**src/rtl/stream_mux_rr.sv**
```systemverilog
// stream_mux_rr: N-input, WIDTH-bit valid/ready multiplexer with a single
// output register. Channels are picked either by a fixed select (mode=0) or
// round-robin among the valid inputs (mode=1).
// Optional packet locking is enabled by defining STREAM_MUX_PKT_LOCK_EN:
// this adds in_last/out_last, and a channel keeps the grant until it sends
// its last beat.

// One input lane: produces the handshake and a masked copy of the word, so
// the top level can build a one-hot AND-OR data mux.
module stream_mux_lane #(
  parameter int WIDTH = 8
) (
  input  logic [WIDTH-1:0] word,
  input  logic             hit,
  input  logic             take,
  output logic             ready,
  output logic [WIDTH-1:0] word_sel
);
  assign ready    = take & hit;
  assign word_sel = hit ? word : '0;
endmodule

module stream_mux_rr #(
  parameter  int WIDTH = 8,
  parameter  int N     = 4,
  localparam int SW    = $clog2(N)
) (
  input  logic             clk,
  input  logic             rst,
  input  logic [N*WIDTH-1:0] in_data,
  input  logic [N-1:0]     in_valid,
  output logic [N-1:0]     in_ready,
`ifdef STREAM_MUX_PKT_LOCK_EN
  input  logic [N-1:0]     in_last,
  output logic             out_last,
`endif
  input  logic             mode,
  input  logic [SW-1:0]    sel,
  output logic [WIDTH-1:0] out_data,
  output logic [SW-1:0]    out_src,
  output logic             out_valid,
  input  logic             out_ready
);

  logic [SW-1:0]               rr_ptr;
  logic                        load;
  logic                        take;
  logic                        gnt_ok;
  logic [SW-1:0]               gnt_idx;
  logic [N-1:0]                gnt;
  logic                        found;
  logic [N-1:0][WIDTH-1:0]     lane_word;
  logic [WIDTH-1:0]            word;
  logic                        xfer;
  logic                        beat_last;

`ifdef STREAM_MUX_PKT_LOCK_EN
  logic          locked;
  logic [SW-1:0] lock_ch;
  assign beat_last = |(in_last & gnt);
`else
  assign beat_last = 1'b1;
`endif

  // The output register can take a new word when empty or draining.
  // Reset also blocks every handshake so nothing is acknowledged while held.
  assign load = !out_valid || out_ready;
  assign take = load && !rst;

  // Arbitration: pick at most one valid channel (lock, fixed select or RR scan).
  always_comb begin
    gnt_ok  = 1'b0;
    gnt_idx = '0;
    found   = 1'b0;
`ifdef STREAM_MUX_PKT_LOCK_EN
    if (locked) begin
      for (int i = 0; i < N; i++) begin
        if (lock_ch == SW'(i) && in_valid[i]) begin
          gnt_ok  = 1'b1;
          gnt_idx = SW'(i);
        end
      end
    end else
`endif
    if (!mode) begin
      // sel values at or above N match no lane and grant nothing
      for (int i = 0; i < N; i++) begin
        if (sel == SW'(i) && in_valid[i]) begin
          gnt_ok  = 1'b1;
          gnt_idx = SW'(i);
        end
      end
    end else begin
      for (int k = 0; k < N; k++) begin
        if (!found && in_valid[(int'(rr_ptr) + k) % N]) begin
          found   = 1'b1;
          gnt_ok  = 1'b1;
          gnt_idx = SW'((int'(rr_ptr) + k) % N);
        end
      end
    end
  end

  // Expand the winning index to a one-hot grant vector.
  always_comb begin
    gnt = '0;
    for (int i = 0; i < N; i++)
      gnt[i] = gnt_ok && (gnt_idx == SW'(i));
  end

  for (genvar i = 0; i < N; i++) begin : g_lane
    stream_mux_lane #(.WIDTH(WIDTH)) u_lane (
      .word     (in_data[i*WIDTH +: WIDTH]),
      .hit      (gnt[i]),
      .take     (take),
      .ready    (in_ready[i]),
      .word_sel (lane_word[i])
    );
  end

  // OR together the masked lane words; at most one is non-zero.
  always_comb begin
    word = '0;
    for (int i = 0; i < N; i++)
      word = word | lane_word[i];
  end

  assign xfer = take && gnt_ok;

  // Output register: capture on input transfer, empty on an idle load, else hold.
  always_ff @(posedge clk or posedge rst) begin
    if (rst) begin
      out_data  <= '0;
      out_src   <= '0;
      out_valid <= 1'b0;
`ifdef STREAM_MUX_PKT_LOCK_EN
      out_last  <= 1'b0;
`endif
    end else if (xfer) begin
      out_data  <= word;
      out_src   <= gnt_idx;
      out_valid <= 1'b1;
`ifdef STREAM_MUX_PKT_LOCK_EN
      out_last  <= beat_last;
`endif
    end else if (load) begin
      out_valid <= 1'b0;
    end
  end

  // Round-robin pointer moves just past the winner on a finished RR transfer.
  always_ff @(posedge clk or posedge rst) begin
    if (rst)
      rr_ptr <= '0;
    else if (xfer && mode && beat_last)
      rr_ptr <= (gnt_idx == SW'(N-1)) ? '0 : gnt_idx + SW'(1);
  end

`ifdef STREAM_MUX_PKT_LOCK_EN
  // Packet lock: held from a non-last beat until the channel's last beat.
  always_ff @(posedge clk or posedge rst) begin
    if (rst) begin
      locked  <= 1'b0;
      lock_ch <= '0;
    end else if (xfer) begin
      locked  <= !beat_last;
      lock_ch <= gnt_idx;
    end
  end
`endif

endmodule

```
**config.mk**
```make
export PLATFORM = sky130hd
export DESIGN_NAME = stream_mux_rr
export DESIGN_NICKNAME = d
export VERILOG_FILES = /design/src/rtl/stream_mux_rr.sv
export SDC_FILE = /design/constraint.sdc
export NUM_CORES = 1
export LEC_CHECK = 0
export BUFFER_PORTS_ARGS = -buffer_cell sky130_fd_sc_hd__buf_2
export CAP_MARGIN = 20
export CORE_ASPECT_RATIO = 1.2
export CORE_MARGIN = 8
export CORE_UTILIZATION = 39
export DETAILED_ROUTE_END_ITERATION = 12
export GPL_TIMING_DRIVEN = 0
export PLACE_DENSITY = 0.75
export SETUP_SLACK_MARGIN = 0.4
export SYNTH_ARGS = -nofsm -noshare
export SYNTH_HDL_FRONTEND = slang
export SYNTH_SLANG_ARGS = --single-unit
```
**constraint.sdc**
```tcl
create_clock -name clk -period 2.1 [get_ports clk]
set_input_delay 0.21 -clock clk [delete_from_list [all_inputs] [get_ports clk]]
set_output_delay 0.21 -clock clk [all_outputs]
set_load 0.02 [all_outputs]
```
# After elaboration in Yosys (flattened, before gate mapping)
# Index checks and enable logic that the tools add are counted.
[totals] reg_bits=13 in_bits=42
[op_classes] n_addsub=4 n_reduce_logical=26 eq_ne=6 n_lt_le_gt_ge=4 mux=40 bitwise_logic=10
[ops] cell="$mux 8" n=4
[ops] cell="$mux 1" n=24
[ops] cell="$or 8x8->8" n=3
[ops] cell="$mux 2" n=8
[ops] cell="$logic_and 1x1->1" n=14
[ops] cell="$lt 3x4->1 const B" n=3
[ops] cell="$bmux 1 s2" n=4
[ops] cell="$eq 2x2->1 const B" n=4
[ops] cell="$reduce_or 2->1" n=3
[ops] cell="$logic_not 1->1" n=5
[ops] cell="$add 2x1->2 const B" n=2
[ops] cell="$add 2x2->2 const B" n=2
[ops] cell="$and 1x1->1" n=4
[ops] cell="$eq 2x1->1 const B" n=2
[ops] cell="$logic_not 2->1" n=2
[ops] cell="$and 1x1->1 const A" n=3
[ops] cell="$lt 2x3->1 const B" n=1
[ops] cell="$reduce_bool 2->1" n=1
[ops] cell="$logic_or 1x1->1" n=1

# Logic depth before layout (Yosys ltp)
[logic_depth] word_depth=23 mapped_depth=9 ltp_nobuf=8

# Hierarchy
# From an unflattened synthesis, not the netlist that was laid out.
[unflattened] cells_unflattened=129 hier_area_um2=1181.1
[by_module_without_submodules] module="stream_mux_rr" instances=1 cells_each=93 area_each_um2=955.9
[by_module_without_submodules] module="stream_mux_lane" instances=4 cells_each=9 area_each_um2=56.3

# Worst setup path after synthesis
# No wires, ideal clock.
[synth_path] kind="register -> register" start="reg rr_ptr[1]" end="reg out_data[6]" t_arrival_ns=2.085 setup_time_ns=0.128 setup_slack_ns=-0.113 stages_incl_launch_ff=10 t_required_ns=1.972 cell_sequence="dfrtp_1 -> mux2i_1 -> o21ai_0 -> o32ai_1 -> inv_1 -> ha_1 -> clkbuf_1 -> a22oi_1 -> nand2_1 -> mux2_1"
[synth_between] elab_chain_cells=22
[synth_rtl] item="from (decl)" line_no="45" rtl="logic [SW-1:0] rr_ptr;"
[synth_rtl] item="from (signal assigned)" line_no="156" rtl="rr_ptr <= (gnt_idx == SW'(N-1)) ? '0 : gnt_idx + SW'(1);"
[synth_rtl] item="parallel branches: the longest is 14 deep, another holds $add 2x1->2"
[synth_rtl] item="$mux 2 (*)" line_no="95" rtl="if (!found && in_valid[(int'(rr_ptr) + k) % N]) begin"
[synth_rtl] item="$mux 2 (*)" line_no="85" rtl="if (!mode) begin"
[synth_rtl] item="via gnt_idx[0]" line_no="49" rtl="logic [SW-1:0] gnt_idx;"
[synth_rtl] item="$eq 2x1->1 or $logic_not 2->1 (tied branches)" line_no="108" rtl="gnt[i] = gnt_ok && (gnt_idx == SW'(i));"
[synth_rtl] item="$logic_and 1x1->1" line_no="108"
[synth_rtl] item="$mux 8" line_no="20" rtl="assign word_sel = hit ? word : '0;"
[synth_rtl] item="$or 8x8->8 (2 in series)" line_no="125" rtl="word = word | lane_word[i];"
[synth_rtl] item="$or 8x8->8 (*)" line_no="125"
[synth_rtl] item="to (signal assigned)" line_no="140" rtl="out_data <= word;"
[synth_rtl] item="to (decl)" line_no="39" rtl="output logic [WIDTH-1:0] out_data,"
# Mark *: on every way through the listed nets, which the timed path passes. The select of a mux whose other input is x is not followed.
# A chain may end at the register's enable or synchronous reset.

# Worst setup path in the final report
[layout_path] start="reg rr_ptr[1]" end="out in_ready[0]"
[layout_between] elab_chain_cells=19
[layout_rtl] item="parallel branches: the longest is 14 deep, another holds $add 2x1->2"
[layout_rtl] item="$mux 2 (*)" line_no="95"
[layout_rtl] item="$mux 2 (*)" line_no="85"
[layout_rtl] item="via gnt_idx[0]" line_no="49"
[layout_rtl] item="$logic_not 2->1 (*)" line_no="108"
[layout_rtl] item="$logic_and 1x1->1 (*)" line_no="108"
[layout_rtl] item="$and 1x1->1 (*)" line_no="19" rtl="assign ready = take & hit;"
[layout_rtl] item="to (decl)" line_no="32" rtl="output logic [N-1:0] in_ready,"
# Marked as above.

==> flow_summary.yaml <==
floorplan:
  die_width_um: 62.2
  die_area_mm2: 0.00444
  start_util_pct: 40.3
  fp.dieH_um: 71.4
  io_pins: 57
  core_region_area_mm2: 0.00248
  rows: 20
sta:
  slew_viol_final: 0
  relSlewSlack_pct: 67.4
  holdWs_ns: 0.292
  finClkSkew_ns: 0.00352
  setup_viol: 12
  tns_ns: -3.25
  fin_crit_sh_pct: 115
  hold_viol: 0
  fin_ws_ns: -0.311
  worst_slew_pin_slew_ns: 0.489
  rsz0062_at_grt: "true"
  period_minus_slack_ns: 2.41
  max_freq_ghz: 0.415
synth:
  synthTopCellsByArea: "dfrtp_1 33%, a22oi_1 12%, mux2_2 9.0%, mux2_4 7.5%, ha_1 5.0%"
  yosysMostFrequentCell: "a22oi_1"
  ys_seq_area_share_pct: 32.6
  synth_edf_count: 0
  ys_async_sr_fraction_pct: 100
  synth_warnings: 0
  synth_top_area_share_pct: 32.6
  synth_nets: 147
  yosys-top-cells-count: "16 x a22oi_1, 13 x dfrtp_1, 11 x nand2_1"
  synth_area_per_cell_um2: 9.89
  syn-cell-area_um2: 998
  synth.distinct_cells: 29
  syn_inst: 101
  yosys_register_bits: 13
  synth_top_area_cell: "dfrtp_1"
  synth_top_flop_cell: "dfrtp_1"
global_route:
  track_usage_pct: 15.4
  antenna_found_initial: 0
  grt_pass1_vias: 1198
  grt_pass1_wl_um: 5800
  grt_max_degree: 14
  grt_overflow: 0
detailed_routing:
  drt-initial-drc-count: 41
  finalWirelength_um: 3440
  via_count: 1069
  drt_drc_violations_left: 0
  detail-route-antenna-nets: 0
  wl_per_cell_um: 16.8
  detail_route.vias_per_cell: 5.21
  drt-pass1-iter-count: 4
finish:
  regArea_um2: 327
  area_growth_pct: 67.7
  nets: 219
  fillers: 188
  drive_gt1_share_pct: 73.3
  multiInputGateArea_um2: 744
  n_antenna_cell: 0
clock_tree:
  htreeDepth: 1
  cts-root-buf: "clkbuf_4"
  path_clk_slew_ns: 0.07
  cts_made_buffers: 3
  cts_max_path_buffers: 2
  numClockSinks: 13
  insertion_delay_ns: 0.26
  cts_tree: "built"
worst_setup_path:
  path_cells: "mux2i_4, o21ai_4, o32ai_4, inv_2, ha_2, clkbuf_8, and2_4, buf_6, buf_6"
  crit_slowest_cell: "dfrtp_2"
  crit_arrival_ns: 2.20
  end_kind: "output pin"
  max_stage_delay_ns: 0.46
  startpoint_type: "register"
  worst-endpoint-required_ns: 1.89
  cp.buffers_inverters: 4
  cp_max_fo: 7
  path_class: "reg2out"
  crit_family: "flip-flops"
  crit_top_cell: "buf_6"
worst_hold_path:
  hold_class: "in2reg"
flow_run:
  drv_cap: 0
placed_design:
  dpl_worst_slack_ns: -0.305
  gp_congestion: 0.798
  dp_hpwl_um: 2450
  portBuffers: 56
power_and_ir_drop:
  leakage_nw: 0.802
  vdd_drop_max_mv: 0.508
  powerDensity_mw_per_mm2: 941
run_status:
  violations: "negative setup slack"
  outcome: "finished, violations left"
per-layer routing:
layer  track usage, %  part of all wire, %  vias to the layer above
met5                0                    0                        -
met3             5.30                  8.8                        2
met4             2.86                  1.2                        0
met2             28.6                   49                       57
met1             16.6                   41                      510
li1                 -                    -                      500
worst paths after layout:
kind                                  start           to  slack [ns]  cells past startpoint
worst max-delay path              rr_ptr[1]  in_ready[0]       -0.31                      9
worst min-delay path            in_data[27]  out_data[3]        0.29                      4
worst max register to register    rr_ptr[1]  out_data[6]       -0.29                     10
worst min register to register  out_data[2]  out_data[2]        0.51                      1
max in group asynchronous               rst    rr_ptr[1]        1.22                      3
min in group asynchronous               rst  out_data[7]        0.53                      3
final cells by class:
cell class,instances,area share (%)
Sequential cell,13,19.5
Multi-Input combinational cell,73,44.5
Buffer,9,6.65
Clock buffer,4,1.57
Inverter,6,1.35
Timing Repair Buffer,67,24.0
Tap cell,33,2.47
cell families after synthesis:
group / after synthesis / synth area share [%]
multiplexers: 16 / 19.7
AND/OR/NAND/NOR: 28 / 14.8
AO/OA/AOI/OAI: 25 / 20.1
adder cells (fa/ha/maj): 4 / 5.01
buffers and inverters: 15 / 7.89
flip-flops: 13 / 32.6
worst min-delay path, delay by kind of cell:
family,cells,cell delay (ns)
and+or+nand+nor,1,0.05
muxes,1,0.13
AOI/OAI and AO/OA,1,0.04
buffers and inverters,1,0.09
flip-flops by register name, summed over array words and instances, names as in the netlist:
| name | count |
|---|---|
| out_data | 8 |
| rr_ptr | 2 |
| out_src | 2 |
| out_valid | 1 |
cell usage in the layout, fill, tap and decap left out, types with 2 or more instances in the layout:
| cell | instances |
|---|---|
| clkbuf_4 | 3 |
| nand2b_1 | 2 |
| nor2b_1 | 2 |
| mux2_2 | 8 |
| mux2_4 | 6 |
| buf_2 | 52 |
| nor2_1 | 3 |
| and2_4 | 4 |
| dfrtp_1 | 12 |
| nand2_1 | 11 |
| a21oi_2 | 2 |
| clkbuf_8 | 4 |
| inv_1 | 5 |
| a22oi_2 | 16 |
| ha_2 | 4 |
| buf_6 | 10 |
| buf_4 | 8 |
where the power goes:
group	switching, mW	internal (mW)	total (mW)	leakage [nW]
Combinational	0.477	0.505	0.982	0.631
Sequential	0.0838	0.365	0.449	0.156
Clock	0.0711	0.0733	0.144	0.0150
per-stage QoR:
stage | power (mW) | cell area, um^2 | utilization (%) | std cells
2_1_floorplan | 0.987 | 1100 | - | 101
3_3_place_gp | 1.20 | 1420 | 57.3 | 190
3_5_place_dp | 1.23 | 1420 | 57.3 | 190
4_1_cts | 1.55 | 1650 | 66.6 | 205
5_1_grt | 1.69 | 1670 | 67.6 | 205
6_report | 1.58 | 1670 | 67.6 | 205
timing repair:
action,in CTS,in global routing
pin swaps,8,0
hold endpoints to repair,7,0
buffers inserted,10,0
resized for setup,31,4
endpoints found under the setup margin,15,15
hold buffers,1,0
Power figures use the tool's default switching activity.
